File: config.mk
export PLATFORM = sky130hd
export DESIGN_NAME = cfg_serial_writer
export DESIGN_NICKNAME = d
export VERILOG_FILES = /design/src/rtl/cfg_serial_writer.sv
export SDC_FILE = /design/constraint.sdc
export NUM_CORES = 1
export LEC_CHECK = 0
export BUFFER_PORTS_ARGS = -buffer_cell sky130_fd_sc_hd__buf_2
export CAP_MARGIN = 30
export CORE_UTILIZATION = 50
export CTS_BUF_LIST = sky130_fd_sc_hd__clkbuf_8
export DETAILED_ROUTE_END_ITERATION = 7
export PLACE_DENSITY = 0.73
export SYNTH_ARGS = -nofsm -noshare
export SYNTH_HDL_FRONTEND = slang
export SYNTH_SLANG_ARGS = --single-unit
File: constraint.sdc
create_clock -name ps_clk -period 2.88 [get_ports ps_clk]
set_clock_uncertainty 0.05 [all_clocks]
set_input_delay 0.576 -clock ps_clk [delete_from_list [all_inputs] [get_ports ps_clk]]
set_output_delay 0.576 -clock ps_clk [all_outputs]
set_load 0.1 [all_outputs]
File: src/rtl/cfg_serial_writer.sv
// Serial configuration-bus master: takes (address, value) writes and shifts each value out LSB first.
// Define CFG_WRITER_SHADOW_EN to add per-register shadow copies with a combinational rd_addr/rd_data readback.
module cfg_serial_writer #(
    parameter int DATA_WIDTH   = 32,
    parameter int NUM_REGS     = 8,
    parameter int PHASE_CYCLES = 2
) (
    input  logic                        ps_clk,
    input  logic                        rst,
    input  logic                        wr_valid,
    output logic                        wr_ready,
    input  logic [$clog2(NUM_REGS)-1:0] wr_addr,
    input  logic [DATA_WIDTH-1:0]       wr_data,
    output logic                        sdata,
    output logic [NUM_REGS-1:0]         reg_clk,
    output logic                        select,
    output logic                        busy,
    output logic                        done,
    output logic                        addr_err
`ifdef CFG_WRITER_SHADOW_EN
    ,
    input  logic [$clog2(NUM_REGS)-1:0] rd_addr,
    output logic [DATA_WIDTH-1:0]       rd_data
`endif
);
    localparam int ADDR_W = $clog2(NUM_REGS);
    localparam int BIT_W  = (DATA_WIDTH > 1) ? $clog2(DATA_WIDTH) : 1;
    localparam int PH_W   = $clog2(PHASE_CYCLES) + 1;
    localparam logic [BIT_W-1:0]  BIT_LAST   = BIT_W'(DATA_WIDTH - 1);
    localparam logic [PH_W-1:0]   PH_LAST    = PH_W'(PHASE_CYCLES - 1);
    localparam logic [ADDR_W:0]   NUM_REGS_W = NUM_REGS[ADDR_W:0];

    typedef enum logic [2:0] {
        S_IDLE,
        S_LEAD,
        S_SETUP,
        S_HIGH,
        S_HOLD,
        S_TRAIL
    } state_t;

    state_t                  r_state;
    logic [DATA_WIDTH-1:0]   r_shift;
    logic [ADDR_W-1:0]       r_addr;
    logic [BIT_W-1:0]        r_bit_cnt;
    logic [PH_W-1:0]         r_phase_cnt;
    logic                    r_sdata;
    logic [NUM_REGS-1:0]     r_reg_clk;
    logic                    r_select;
    logic                    r_done;
    logic                    r_addr_err;

    logic                    w_addr_ok;
    logic                    w_phase_end;
    logic [NUM_REGS-1:0]     w_clk_sel;
    logic [DATA_WIDTH-1:0]   w_shift_next;

    assign w_addr_ok    = ({1'b0, r_addr} < NUM_REGS_W);
    assign w_phase_end  = (r_phase_cnt == PH_LAST);
    assign w_shift_next = r_shift >> 1;

    // An out-of-range address matches no line, so the frame runs with every reg_clk quiet.
    for (genvar gi = 0; gi < NUM_REGS; gi++) begin : g_clk_sel
        localparam logic [ADDR_W-1:0] IDX = ADDR_W'(gi);
        assign w_clk_sel[gi] = (r_addr == IDX);
    end

    always_ff @(posedge ps_clk or negedge rst) begin
        if (!rst) begin
            r_state     <= S_IDLE;
            r_shift     <= '0;
            r_addr      <= '0;
            r_bit_cnt   <= '0;
            r_phase_cnt <= '0;
            r_sdata     <= 1'b0;
            r_reg_clk   <= '0;
            r_select    <= 1'b0;
            r_done      <= 1'b0;
            r_addr_err  <= 1'b0;
        end else begin
            r_done     <= 1'b0;
            r_addr_err <= 1'b0;
            case (r_state)
                S_IDLE: begin
                    if (wr_valid) begin
                        r_shift  <= wr_data;
                        r_addr   <= wr_addr;
                        r_select <= 1'b1;
                        r_state  <= S_LEAD;
                    end
                end
                S_LEAD: begin
                    r_sdata     <= r_shift[0];
                    r_bit_cnt   <= '0;
                    r_phase_cnt <= '0;
                    r_state     <= S_SETUP;
                end
                S_SETUP: begin
                    if (w_phase_end) begin
                        r_phase_cnt <= '0;
                        r_reg_clk   <= w_clk_sel;
                        r_state     <= S_HIGH;
                    end else begin
                        r_phase_cnt <= r_phase_cnt + 1'b1;
                    end
                end
                S_HIGH: begin
                    if (w_phase_end) begin
                        r_phase_cnt <= '0;
                        r_reg_clk   <= '0;
                        r_state     <= S_HOLD;
                    end else begin
                        r_phase_cnt <= r_phase_cnt + 1'b1;
                    end
                end
                S_HOLD: begin
                    if (w_phase_end) begin
                        r_phase_cnt <= '0;
                        if (r_bit_cnt == BIT_LAST) begin
                            r_sdata <= 1'b0;
                            r_state <= S_TRAIL;
                        end else begin
                            r_bit_cnt <= r_bit_cnt + 1'b1;
                            r_shift   <= w_shift_next;
                            r_sdata   <= w_shift_next[0];
                            r_state   <= S_SETUP;
                        end
                    end else begin
                        r_phase_cnt <= r_phase_cnt + 1'b1;
                    end
                end
                S_TRAIL: begin
                    r_select   <= 1'b0;
                    r_done     <= 1'b1;
                    r_addr_err <= ~w_addr_ok;
                    r_state    <= S_IDLE;
                end
                default: r_state <= S_IDLE;
            endcase
        end
    end

    // Gated by rst so the writer never advertises readiness while held in reset.
    assign wr_ready = rst && (r_state == S_IDLE);
    assign sdata    = r_sdata;
    assign reg_clk  = r_reg_clk;
    assign select   = r_select;
    assign busy     = r_select;
    assign done     = r_done;
    assign addr_err = r_addr_err;

`ifdef CFG_WRITER_SHADOW_EN
    logic [DATA_WIDTH-1:0] r_data;
    logic [DATA_WIDTH-1:0] r_shadow [NUM_REGS];
    logic                  w_shadow_we;

    // The shift register is consumed during the frame, so the value is kept separately.
    always_ff @(posedge ps_clk or negedge rst) begin
        if (!rst) begin
            r_data <= '0;
        end else if (wr_valid && wr_ready) begin
            r_data <= wr_data;
        end
    end

    assign w_shadow_we = (r_state == S_TRAIL) && w_addr_ok;

    always_ff @(posedge ps_clk or negedge rst) begin
        if (!rst) begin
            for (int i = 0; i < NUM_REGS; i++) begin
                r_shadow[i] <= '0;
            end
        end else if (w_shadow_we) begin
            r_shadow[r_addr] <= r_data;
        end
    end

    always_comb begin
        rd_data = '0;
        for (int i = 0; i < NUM_REGS; i++) begin
            if (rd_addr == ADDR_W'(i)) begin
                rd_data = r_shadow[i];
            end
        end
    end
`endif

endmodule

==> results.sh <==
export IMPL_grt_overflow=0
export IMPL_ys_types=47
export IMPL_synth_area_leader_cell="dfrtp_1"
export IMPL_critPathSlowestCell="or3b_1"
export IMPL_critPathCaptureType="register"
export IMPL_status="complete, no violations"
export IMPL_clkLatencyLatePin_ps=310
export IMPL_ff2ff_path_depth=7
export IMPL_vias_per_cell=5.67
export IMPL_crit_type="reg2reg"
export IMPL_row_count=26
export IMPL_drive_above_1_share=0.303
export IMPL_required_ps=3080
export IMPL_ys_seq_area_frac=0.504
export IMPL_die_y_um=76.6
export IMPL_rsz0062_at_grt="false"
export IMPL_setup_viol_count_final=0
export IMPL_numCtsBuffers=5
export IMPL_yosys_area_share_simple=0.199
export IMPL_track_usage=0.200
export IMPL_grt_pass1_vias=2020
export IMPL_cpMostUsedCell="ha_1"
export IMPL_initial_core_util=0.531
export IMPL_multiInputGateArea_um2=1230
export IMPL_drc_errors=0
export IMPL_postCtsHoldBufs=0
export IMPL_slowest_delay_ps=500
export IMPL_reg2reg_slack_ps=480
export IMPL_grt_pass1_wl_um=9250
export IMPL_cts_buffer_depth=2
export IMPL_synth_area_um2=2780
export IMPL_total_leakage_power_nw=1.46
export IMPL_drv_cap=0
export IMPL_num_io_pins=52
export IMPL_path_cells="ha_1 > and3_1 > ha_1 > or3b_1 > o21ai_4 > buf_4 > o221a_2"
export IMPL_peakVddDrop_uv=251
export IMPL_vias=2064
export IMPL_drt_pass1_iterations=4
export IMPL_crit_path_end="r_shift[25]"
export IMPL_timing_final_ws_setup_ps=477
export IMPL_cts_root_buf="clkbuf_8"
export IMPL_die_w_um=76.6
export IMPL_synth_area_leaders="dfrtp_1, o221a_2, nand2b_1"
export IMPL_synthMuxAreaShare=0.00720
export IMPL_synth_top_family_by_area="compound AO/OA/AOI/OAI gates"
export IMPL_rr_endpoint="r_shift[25]"
export IMPL_cts_clk_slew_worst_paths_ps=100
export IMPL_ys_seq_elements=56
export IMPL_avgSynthCellArea_um2=11.1
export IMPL_gp_congestion=0.834
export IMPL_start_kind="register"
export IMPL_wire_per_inst_um=14.9
export IMPL_async_reset_ff_frac=1.00
export IMPL_synth_top_area_share=0.504
export IMPL_grt_max_degree=57
export IMPL_cts_sinks=56
export IMPL_layout_min_cycle_time_ps=2400
export IMPL_fmax_mhz=416
export IMPL_tritoncts="done"
export IMPL_crit_path_start="r_bit_cnt[0]"
export IMPL_regArea_um2=1400
export IMPL_synthCells=251
export IMPL_drv_slew=0
export IMPL_synth_xor_area_frac=0.00315
export IMPL_postCtsSetupRepairBufs=0
export IMPL_synth_edff_count=0
export IMPL_syn_nets=292
export IMPL_htree_levels=2
export IMPL_final_antenna_net_count=0
export IMPL_ys_flop_type="dfrtp_1"
export IMPL_synth_warnings=0
export IMPL_dp_hpwl_um=3670
export IMPL_p_per_area_nw_per_um2=401
export IMPL_post_route_period_util=0.834
export IMPL_cts_resized=0
export IMPL_crit_path_max_fanout=29
export IMPL_fill_cells=454
export IMPL_antenna_found_initial=0
export IMPL_fin_nets=335
export IMPL_hold_viol=0
export IMPL_die_area_um2=5860
export IMPL_wl_um=5440
export IMPL_synth_fa_ha_area_frac=0.0135
export IMPL_slew_headroom=0.539
export IMPL_io_buffers=50
export IMPL_cp_arrival_ps=2600
export IMPL_worstReg2RegStart="r_bit_cnt[0]"
export IMPL_dr_first_iter_drc_count=170
export IMPL_hold_class="in2async"
export IMPL_worst_pin_slew_ps=691
export IMPL_dp_slack_ps=503
export IMPL_synth_compound_area_frac=0.214
export IMPL_n_antenna_cell=0
export IMPL_tns_ps=0
export IMPL_core_um2=5240
export IMPL_syn_to_final_growth_pct=13.4
-- registers in the layout, indices dropped and copies added (netlist names) --
signal,cells
busy,1
r_addr,3
reg_clk,8
r_phase_cnt,2
done,1
r_shift,32
sdata,1
r_bit_cnt,5
r_state,3
-- Yosys cell counts (2+ instances only) --
cell,number
a21oi_1,4
and3_1,2
and3b_1,2
buf_2,6
buf_4,2
buf_6,3
clkbuf_1,9
dfrtp_1,56
ha_1,3
inv_1,7
mux2i_1,2
nand2_1,25
nand2b_1,25
nand3_1,7
nor2_1,5
nor2b_1,5
nor3_1,2
o211ai_1,4
o21ai_0,8
o221a_1,9
o221a_2,21
o311ai_0,2
o31ai_1,3
o32ai_1,3
o41ai_1,4
or2b_1,9
or3b_1,2
or4_1,2
-- metrics by stage --
step | std cells | hold WS (ps) | cell area, um2 | utilization | power [W]
floorplan | 251 | 230 | 2780 | - | 0.000822
global placement | 357 | 406 | 3070 | 0.586 | 0.000862
detailed placement | 357 | 411 | 3070 | 0.586 | 0.000864
CTS | 364 | 393 | 3150 | 0.602 | 0.00128
global route | 364 | 408 | 3150 | 0.602 | 0.00131
finish | 364 | 363 | 3150 | 0.602 | 0.00126
-- logic make-up (layout without fill, tap and decap cells) --
kind of cell | count (synthesis) | in the layout
compound gates | 65 | 65
xor+xnor | 1 | 1
fa+ha+maj | 3 | 3
buf+inv | 29 | 72
flops | 56 | 56
mux | 2 | 2
other cells | 1 | 1
simple gates | 94 | 94
-- layer usage --
metal | GRT usage | wire, um | part of all wire | vias up
met5 | 0 | 0 | 0 | -
met4 | 0.100 | 111 | 0.020 | 0
met3 | 0.0467 | 231 | 0.043 | 10
met2 | 0.314 | 2570 | 0.47 | 57
met1 | 0.261 | 2520 | 0.46 | 991
li1 | - | - | - | 1006
-- power by group --
part | switching, W | internal (W) | total, W
logic | 0.0000301 | 0.0000254 | 0.0000555
registers | 0.00000281 | 0.000788 | 0.000791
clock network | 0.000251 | 0.000167 | 0.000418
-- critical path, delay by kind of cell (launching register included) --
| kind | cells | cell delay, ps |
|---|---|---|
| AND/OR/NAND/NOR | 2 | 710 |
| adder cells (fa/ha/maj) | 2 | 460 |
| AO/OA/AOI/OAI | 2 | 430 |
| flip-flops | 1 | 410 |
| buffers and inverters | 1 | 300 |
-- cell usage in the layout (no fill, tap or decap), types with 2 or more instances in the layout --
| master | count |
|---|---|
| nor3_1 | 2 |
| dfrtp_1 | 56 |
| or3b_1 | 2 |
| nand2_1 | 25 |
| o32ai_1 | 3 |
| nand2b_1 | 25 |
| o41ai_1 | 4 |
| or4_1 | 2 |
| clkbuf_8 | 5 |
| ha_1 | 3 |
| or2b_1 | 9 |
| mux2i_1 | 2 |
| and3b_1 | 2 |
| nor2b_1 | 5 |
| buf_4 | 8 |
| o311ai_0 | 2 |
| o21ai_0 | 8 |
| nor2_1 | 5 |
| inv_1 | 8 |
| buf_2 | 49 |
| o31ai_1 | 3 |
| nand3_1 | 7 |
| o221a_1 | 9 |
| a21oi_1 | 4 |
| and3_1 | 2 |
| o211ai_1 | 4 |
| o221a_2 | 21 |
-- worst min-delay path by stage --
stage	startpoint	endpoint	slack, ps
6_report	rst	reg_clk[7]	360
5_1_grt	wr_addr[0]	r_addr[0]	410
4_1_cts	wr_addr[0]	r_addr[0]	390
3_5_place_dp	reg_clk[5]	reg_clk[5]	410
3_3_place_gp	reg_clk[5]	reg_clk[5]	410
2_1_floorplan	rst	busy	230
-- layout make-up --
type,count,area share
flip-flops and latches,56,0.445
multi-input cells,166,0.390
repair buffers,58,0.103
well taps,70,0.0278
clock buffers,5,0.0218
inverters,7,0.00834
clock inverters,2,0.00397
Power figures use the tool's default switching activity.
